`config.mk`:
```
export PLATFORM = sky130hd
export DESIGN_NAME = uart_tx_cfg
export DESIGN_NICKNAME = d
export VERILOG_FILES = /design/src/rtl/uart_tx_cfg.sv
export SDC_FILE = /design/constraint.sdc
export NUM_CORES = 1
export LEC_CHECK = 0
export ABC_CLOCK_PERIOD_IN_PS = 3600
export BUFFER_PORTS_ARGS = -buffer_cell sky130_fd_sc_hd__buf_4
export CORE_MARGIN = 2
export CORE_UTILIZATION = 50
export CTS_BUF_LIST = sky130_fd_sc_hd__clkbuf_4 sky130_fd_sc_hd__clkbuf_8 sky130_fd_sc_hd__clkbuf_16
export CTS_CLUSTER_DIAMETER = 30
export DETAILED_ROUTE_END_ITERATION = 8
export GPL_TIMING_DRIVEN = 0
export PLACE_DENSITY = 0.69
export SYNTH_ARGS = -nofsm -noshare
export SYNTH_HDL_FRONTEND = slang
export SYNTH_SLANG_ARGS = --single-unit
```
`constraint.sdc`:
```
create_clock -name clk -period 3.6 [get_ports clk]
set_clock_uncertainty 0.1 [all_clocks]
set_input_delay 0.18 -clock clk [delete_from_list [all_inputs] [get_ports clk]]
set_output_delay 0.18 -clock clk [all_outputs]
set_load 0.005 [all_outputs]
```
`src/rtl/uart_tx_cfg.sv`:
```
// Buffered UART transmitter with runtime line format (5..DATA_WIDTH data bits, parity,
// 1/2 stop bits, per-bit clock divisor) and break generation, fed from a small FIFO.
module uart_tx_cfg #(
  parameter int DATA_WIDTH     = 8,
  parameter int FIFO_DEPTH     = 16,
  parameter int PRESCALE_WIDTH = 16
) (
  input  logic                          clk,
  input  logic                          rst_n,
  input  logic [DATA_WIDTH-1:0]         tdata,
  input  logic                          tvalid,
  output logic                          tready,
  input  logic [3:0]                    cfg_data_bits,
  input  logic [1:0]                    cfg_parity,
  input  logic                          cfg_stop2,
  input  logic [PRESCALE_WIDTH-1:0]     cfg_prescale,
  input  logic                          cfg_break,
  output logic                          txd,
  output logic                          busy,
  output logic [$clog2(FIFO_DEPTH):0]   fifo_level
);

  localparam int AW = $clog2(FIFO_DEPTH);
  localparam int LW = AW + 1;
  localparam int PW = PRESCALE_WIDTH;

  typedef enum logic [2:0] {
    S_IDLE   = 3'd0,
    S_START  = 3'd1,
    S_DATA   = 3'd2,
    S_PARITY = 3'd3,
    S_STOP   = 3'd4,
    S_BREAK  = 3'd5,
    S_GUARD  = 3'd6
  } state_e;

  function automatic logic [3:0] clamp_bits_f(input logic [3:0] n);
    logic [3:0] r;
    if (n < 4'd5) begin
      r = 4'd5;
    end else if (n > 4'(DATA_WIDTH)) begin
      r = 4'(DATA_WIDTH);
    end else begin
      r = n;
    end
    return r;
  endfunction

  function automatic logic [DATA_WIDTH-1:0] mask_f(input logic [3:0] n);
    logic [DATA_WIDTH-1:0] m;
    for (int i = 0; i < DATA_WIDTH; i++) begin
      m[i] = (i < int'(n));
    end
    return m;
  endfunction

  function automatic logic parity_f(input logic [DATA_WIDTH-1:0] d, input logic [1:0] mode);
    logic p;
    case (mode)
      2'b01:   p = ^d;
      2'b10:   p = ~(^d);
      2'b11:   p = 1'b1;
      default: p = 1'b0;
    endcase
    return p;
  endfunction

  // FIFO storage and control
  logic [DATA_WIDTH-1:0] mem_q [FIFO_DEPTH];
  logic [AW-1:0]         wr_ptr_q, wr_ptr_d, rd_ptr_q, rd_ptr_d;
  logic [LW-1:0]         count_q, count_d;
  logic                  tready_q, tready_d;
  logic                  push_s, pop_s, load_s;

  // Transmit engine
  state_e                state_q, state_d;
  logic [PW-1:0]         cnt_q, cnt_d, reload_q, reload_d;
  logic [DATA_WIDTH-1:0] shreg_q, shreg_d;
  logic [3:0]            bits_left_q, bits_left_d;
  logic                  has_par_q, has_par_d, par_bit_q, par_bit_d;
  logic                  stop2_q, stop2_d, stop_left_q, stop_left_d;
  logic                  txd_q, txd_d, busy_q, busy_d;
  logic                  bit_end_s;
  logic [PW-1:0]         cnt_step_s, pm1_cfg_s;
  logic [3:0]            nbits_s;
  logic [DATA_WIDTH-1:0] head_s, masked_s;

  assign head_s    = mem_q[rd_ptr_q];
  assign nbits_s   = clamp_bits_f(cfg_data_bits);
  assign masked_s  = head_s & mask_f(nbits_s);
  assign pm1_cfg_s = (cfg_prescale == {PW{1'b0}}) ? {PW{1'b0}} : cfg_prescale - PW'(1);

  // FIFO pointer/count next-state; tready is registered from the next count
  always_comb begin
    push_s   = tvalid & tready_q;
    wr_ptr_d = push_s ? wr_ptr_q + AW'(1) : wr_ptr_q;
    rd_ptr_d = pop_s  ? rd_ptr_q + AW'(1) : rd_ptr_q;
    case ({push_s, pop_s})
      2'b10:   count_d = count_q + LW'(1);
      2'b01:   count_d = count_q - LW'(1);
      default: count_d = count_q;
    endcase
    tready_d = (count_d != LW'(FIFO_DEPTH));
  end

  // FIFO payload write; contents need no reset since the pointers gate validity
  always_ff @(posedge clk) begin
    if (push_s) begin
      mem_q[wr_ptr_q] <= tdata;
    end
  end

  // FIFO state registers
  always_ff @(posedge clk or negedge rst_n) begin
    if (!rst_n) begin
      wr_ptr_q <= {AW{1'b0}};
      rd_ptr_q <= {AW{1'b0}};
      count_q  <= {LW{1'b0}};
      tready_q <= 1'b0;
    end else begin
      wr_ptr_q <= wr_ptr_d;
      rd_ptr_q <= rd_ptr_d;
      count_q  <= count_d;
      tready_q <= tready_d;
    end
  end

  // Frame sequencer: bit timing, shifting and frame/break transitions
  always_comb begin
    state_d     = state_q;
    cnt_d       = cnt_q;
    reload_d    = reload_q;
    shreg_d     = shreg_q;
    bits_left_d = bits_left_q;
    has_par_d   = has_par_q;
    par_bit_d   = par_bit_q;
    stop2_d     = stop2_q;
    stop_left_d = stop_left_q;
    txd_d       = txd_q;
    pop_s       = 1'b0;
    load_s      = 1'b0;
    bit_end_s   = (cnt_q == {PW{1'b0}});
    cnt_step_s  = bit_end_s ? reload_q : cnt_q - PW'(1);

    case (state_q)
      S_IDLE: begin
        txd_d = 1'b1;
        if (cfg_break) begin
          state_d = S_BREAK;
          txd_d   = 1'b0;
        end else if (count_q != {LW{1'b0}}) begin
          load_s = 1'b1;
        end else begin
          state_d = S_IDLE;
        end
      end
      S_START: begin
        cnt_d = cnt_step_s;
        if (bit_end_s) begin
          state_d     = S_DATA;
          txd_d       = shreg_q[0];
          shreg_d     = {1'b0, shreg_q[DATA_WIDTH-1:1]};
          bits_left_d = bits_left_q - 4'd1;
        end else begin
          state_d = S_START;
        end
      end
      S_DATA: begin
        cnt_d = cnt_step_s;
        if (!bit_end_s) begin
          state_d = S_DATA;
        end else if (bits_left_q != 4'd0) begin
          txd_d       = shreg_q[0];
          shreg_d     = {1'b0, shreg_q[DATA_WIDTH-1:1]};
          bits_left_d = bits_left_q - 4'd1;
        end else if (has_par_q) begin
          state_d = S_PARITY;
          txd_d   = par_bit_q;
        end else begin
          state_d     = S_STOP;
          txd_d       = 1'b1;
          stop_left_d = stop2_q;
        end
      end
      S_PARITY: begin
        cnt_d = cnt_step_s;
        if (bit_end_s) begin
          state_d     = S_STOP;
          txd_d       = 1'b1;
          stop_left_d = stop2_q;
        end else begin
          state_d = S_PARITY;
        end
      end
      S_STOP: begin
        cnt_d = cnt_step_s;
        if (!bit_end_s) begin
          state_d = S_STOP;
        end else if (stop_left_q) begin
          stop_left_d = 1'b0;
        end else if ((count_q != {LW{1'b0}}) && !cfg_break) begin
          load_s = 1'b1;
        end else begin
          state_d = S_IDLE;
        end
      end
      S_BREAK: begin
        if (!cfg_break) begin
          state_d  = S_GUARD;
          txd_d    = 1'b1;
          reload_d = pm1_cfg_s;
          cnt_d    = pm1_cfg_s;
        end else begin
          txd_d = 1'b0;
        end
      end
      S_GUARD: begin
        cnt_d = cnt_step_s;
        if (bit_end_s) begin
          state_d = S_IDLE;
        end else begin
          state_d = S_GUARD;
        end
      end
      default: begin
        state_d = S_IDLE;
        txd_d   = 1'b1;
      end
    endcase

    // Frame start: everything about the line format is captured here and held
    if (load_s) begin
      pop_s       = 1'b1;
      state_d     = S_START;
      txd_d       = 1'b0;
      reload_d    = pm1_cfg_s;
      cnt_d       = pm1_cfg_s;
      shreg_d     = masked_s;
      bits_left_d = nbits_s;
      has_par_d   = (cfg_parity != 2'b00);
      par_bit_d   = parity_f(masked_s, cfg_parity);
      stop2_d     = cfg_stop2;
      stop_left_d = 1'b0;
    end else begin
      pop_s = 1'b0;
    end
  end

  // busy reflects the state and occupancy that will hold after this edge
  always_comb begin
    busy_d = (state_d != S_IDLE) || (count_d != {LW{1'b0}});
  end

  // Sequencer registers
  always_ff @(posedge clk or negedge rst_n) begin
    if (!rst_n) begin
      state_q     <= S_IDLE;
      cnt_q       <= {PW{1'b0}};
      reload_q    <= {PW{1'b0}};
      shreg_q     <= {DATA_WIDTH{1'b0}};
      bits_left_q <= 4'd0;
      has_par_q   <= 1'b0;
      par_bit_q   <= 1'b0;
      stop2_q     <= 1'b0;
      stop_left_q <= 1'b0;
      txd_q       <= 1'b1;
      busy_q      <= 1'b0;
    end else begin
      state_q     <= state_d;
      cnt_q       <= cnt_d;
      reload_q    <= reload_d;
      shreg_q     <= shreg_d;
      bits_left_q <= bits_left_d;
      has_par_q   <= has_par_d;
      par_bit_q   <= par_bit_d;
      stop2_q     <= stop2_d;
      stop_left_q <= stop_left_d;
      txd_q       <= txd_d;
      busy_q      <= busy_d;
    end
  end

  assign txd        = txd_q;
  assign busy       = busy_q;
  assign tready     = tready_q;
  assign fifo_level = count_q;

endmodule
```
==> metrics.yaml <==
outcome: "complete, no violations"
clk_pin_slew_ns: 0.08
top_layer_used: "met4"
dp_hpwl_um: 13600
synth_cells: 709
placed_cells: 981
synth-async-reset-ratio: 0.344
slowest_delay_ns: 0.49
wl_met1_um: 8920
syn-num-nets: 754
antenna_found_initial: 0
cts_buffer_depth: 2
cts_sinks: 195
synth_warnings: 0
synthTopCellsByArea: "edfxtp_1 42%, dfrtp_1 18%, mux4_2 8.2%, nand2_1 3.5%, nor2_1 3.1%"
ir_drop_v: 0.000516
cp.arrival_ns: 3.72
nNetsFinal: 851
cpLargestDelayFamily: "simple AND/OR/NAND/NOR gates"
report.final.slew_viol_count: 0
netlist.area_leader.share: 0.423
synthToLayoutAreaGrowth_pct: 18.6
hold_viol_final: 0
cts_made_buffers: 17
required_ns: 3.81
avgSynthCellArea_um2: 12.8
hold_path.class: "in2reg"
die_y_um: 139
grt_pass1_wl_um: 33100
synth.yosys.seq_area_share: 0.608
critPathBufInv: 4
port_buffers: 42
fin_cells: 1048
p_leak_nw: 3.94
grt_use_total: 0.224
dp_slack_ns: -0.747
num_vias: 6151
detail-route-antenna-nets: 0
crit_fanout: 8
worst_pin_slew_ns: 1.21
gr-total-overflow: 0
rsz0062_at_grt: "true"
wl_met3_um: 1290
grt_max_degree: 68
syn_area_um2: 9080
rows: 49
initial_core_util: 0.507
root_buffer: "clkbuf_16"
p_per_area_nw_per_um2: 805
critPathKind: "reg2reg"
cpMaxStageDelayCell: "dfrtp_1"
finalWirelength_um: 21200
ys_ff_latch: 195
h-tree-depth: 4
synth_edf_count: 128
route.met2.wl_um: 10500
fmax_mhz: 285
end_kind: "register"
drt_first_iter_violations: 481
yosysTopAreaCell: "edfxtp_1"
cts_tree: "yes"
coreArea_um2: 17900
synth_most_common_cell: "edfxtp_1"
synth-main-ff-cell: "edfxtp_1"
drive_above_1_share: 0.214
maxCapViolations: 0
wire_per_inst_um: 20.2
r2r_slack_ns: 0.09
die-area_um2: 19300
setup_viol: 0
insertion_delay_ns: 0.44
critical_path.cell_chain: "or3_1 > o211ai_1 > nand2b_1 > buf_6 > clkinv_8 > clkbuf_16 > ha_4 > mux2i_2 > inv_1 > or4_1 > or4b_4"
drc: 0
fin_crit_ns: 3.51
slew_headroom: 0.193
dr.pass1.iters: 5
ys_types: 60
setup_ws_ns: 0.0903
gp_routability_congestion: 0.895
antenna_cells: 0
fin_crit_sh: 0.975
ios: 43
routed_via_density: 5.87
grt_pass1_vias: 6112
synth_commonest_cells: "128 x edfxtp_1, 85 x nand2_1, 74 x nor2_1"
die_x_um: 139
crit_path_start_kind: "register"
## area by class of cell
class	count	area [µm²]
sequential	195	5530
inverter	15	68.8
clock buffer	17	425
multi-input combinational	462	3450
fill	1388	7130
timing repair buffer	80	654
buffer	35	198
clock inverter	15	161
tap	229	287
## report_power, final
group	internal, W	leakage (nW)	total (W)	switching [W]
Combinational	0.00160	1.69	0.00348	0.00187
Clock	0.000989	0.285	0.00190	0.000910
Sequential	0.00292	1.96	0.00330	0.000375
Total	0.00551	3.94	0.00867	0.00316
## worst paths after layout
kind | start | to | cells past startpoint
min | cfg_prescale[15] | reload_q[15] | 3
max reg2reg | fifo_level[1] | busy | 11
max | fifo_level[1] | busy | 11
min in group asynchronous | rst_n | busy | 2
max in group asynchronous | rst_n | cnt_q[13] | 2
min reg2reg | reload_q[7] | reload_q[7] | 2
## through the flow
stage	instance area (µm²)	TNS, ns	power, W	util	hold WS, ns
CTS	10600	0	0.00854	0.594	0.00117
detailed placement	9730	-1.21	0.00652	0.543	0.249
global placement	9700	-1.15	0.00637	0.542	0.242
finish	10800	0	0.00867	0.601	0.0119
floorplan	9090	0	0.00561	-	-0.216
global route	10800	-0.00790	0.00916	0.601	0.0210
## logic make-up after synthesis
kind of cell	synth area share
simple gates	0.124
flops	0.608
compound gates	0.0763
mux	0.112
buf+inv	0.0258
xor+xnor	0.0397
fa+ha+maj	0.0138
## repair_timing
item / 4_1_cts / 5_1_grt
endpoints found under the hold margin: 202 / 0
endpoints found under the setup margin: 2 / 2
gates resized for setup: 18 / 13
setup buffers: 5 / 12
pin swaps: 4 / 8
hold buffers: 20 / 0
## placed cells by master (no fill, tap or decap), types with 8 or more instances in the layout
cell / synthesis / final
dlygate4sd3_1: 0 / 20
nand2_1: 85 / 84
buf_4: 4 / 63
dfrtp_1: 66 / 63
xnor2_1: 21 / 20
nor3_1: 21 / 17
mux2i_1: 22 / 21
mux4_2: 33 / 33
inv_1: 13 / 11
edfxtp_1: 128 / 128
o21ai_0: 31 / 31
nand2b_1: 8 / 8
nor2b_1: 9 / 9
clkbuf_1: 21 / 18
a211oi_1: 9 / 9
xor2_1: 15 / 15
a21oi_1: 27 / 27
nor2_1: 74 / 74
clkbuf_16: 0 / 18
## sequential cells by signal (all words and copies together) (netlist names)
register and count:
cnt_q 16, txd 1, tready 1, state_q 3, mem_q 128, bits_left_q 4, reload_q 16, shreg_q 8
busy 1, fifo_level 5, stop2_q 1, par_bit_q 1, stop_left_q 1, wr_ptr_q 4, has_par_q 1, rd_ptr_q 4
## tightest hold or removal path, cell delays in order
cell	delay, ns
buf_4	0.10
mux2i_1	0.08
a21oi_1	0.14
## routing by layer
metal	vias to the layer above	global-route usage
met4	0	0.0872
met5	-	0
met1	3082	0.297
met2	222	0.363
li1	2809	-
met3	38	0.0504
Power figures use the tool's default switching activity.
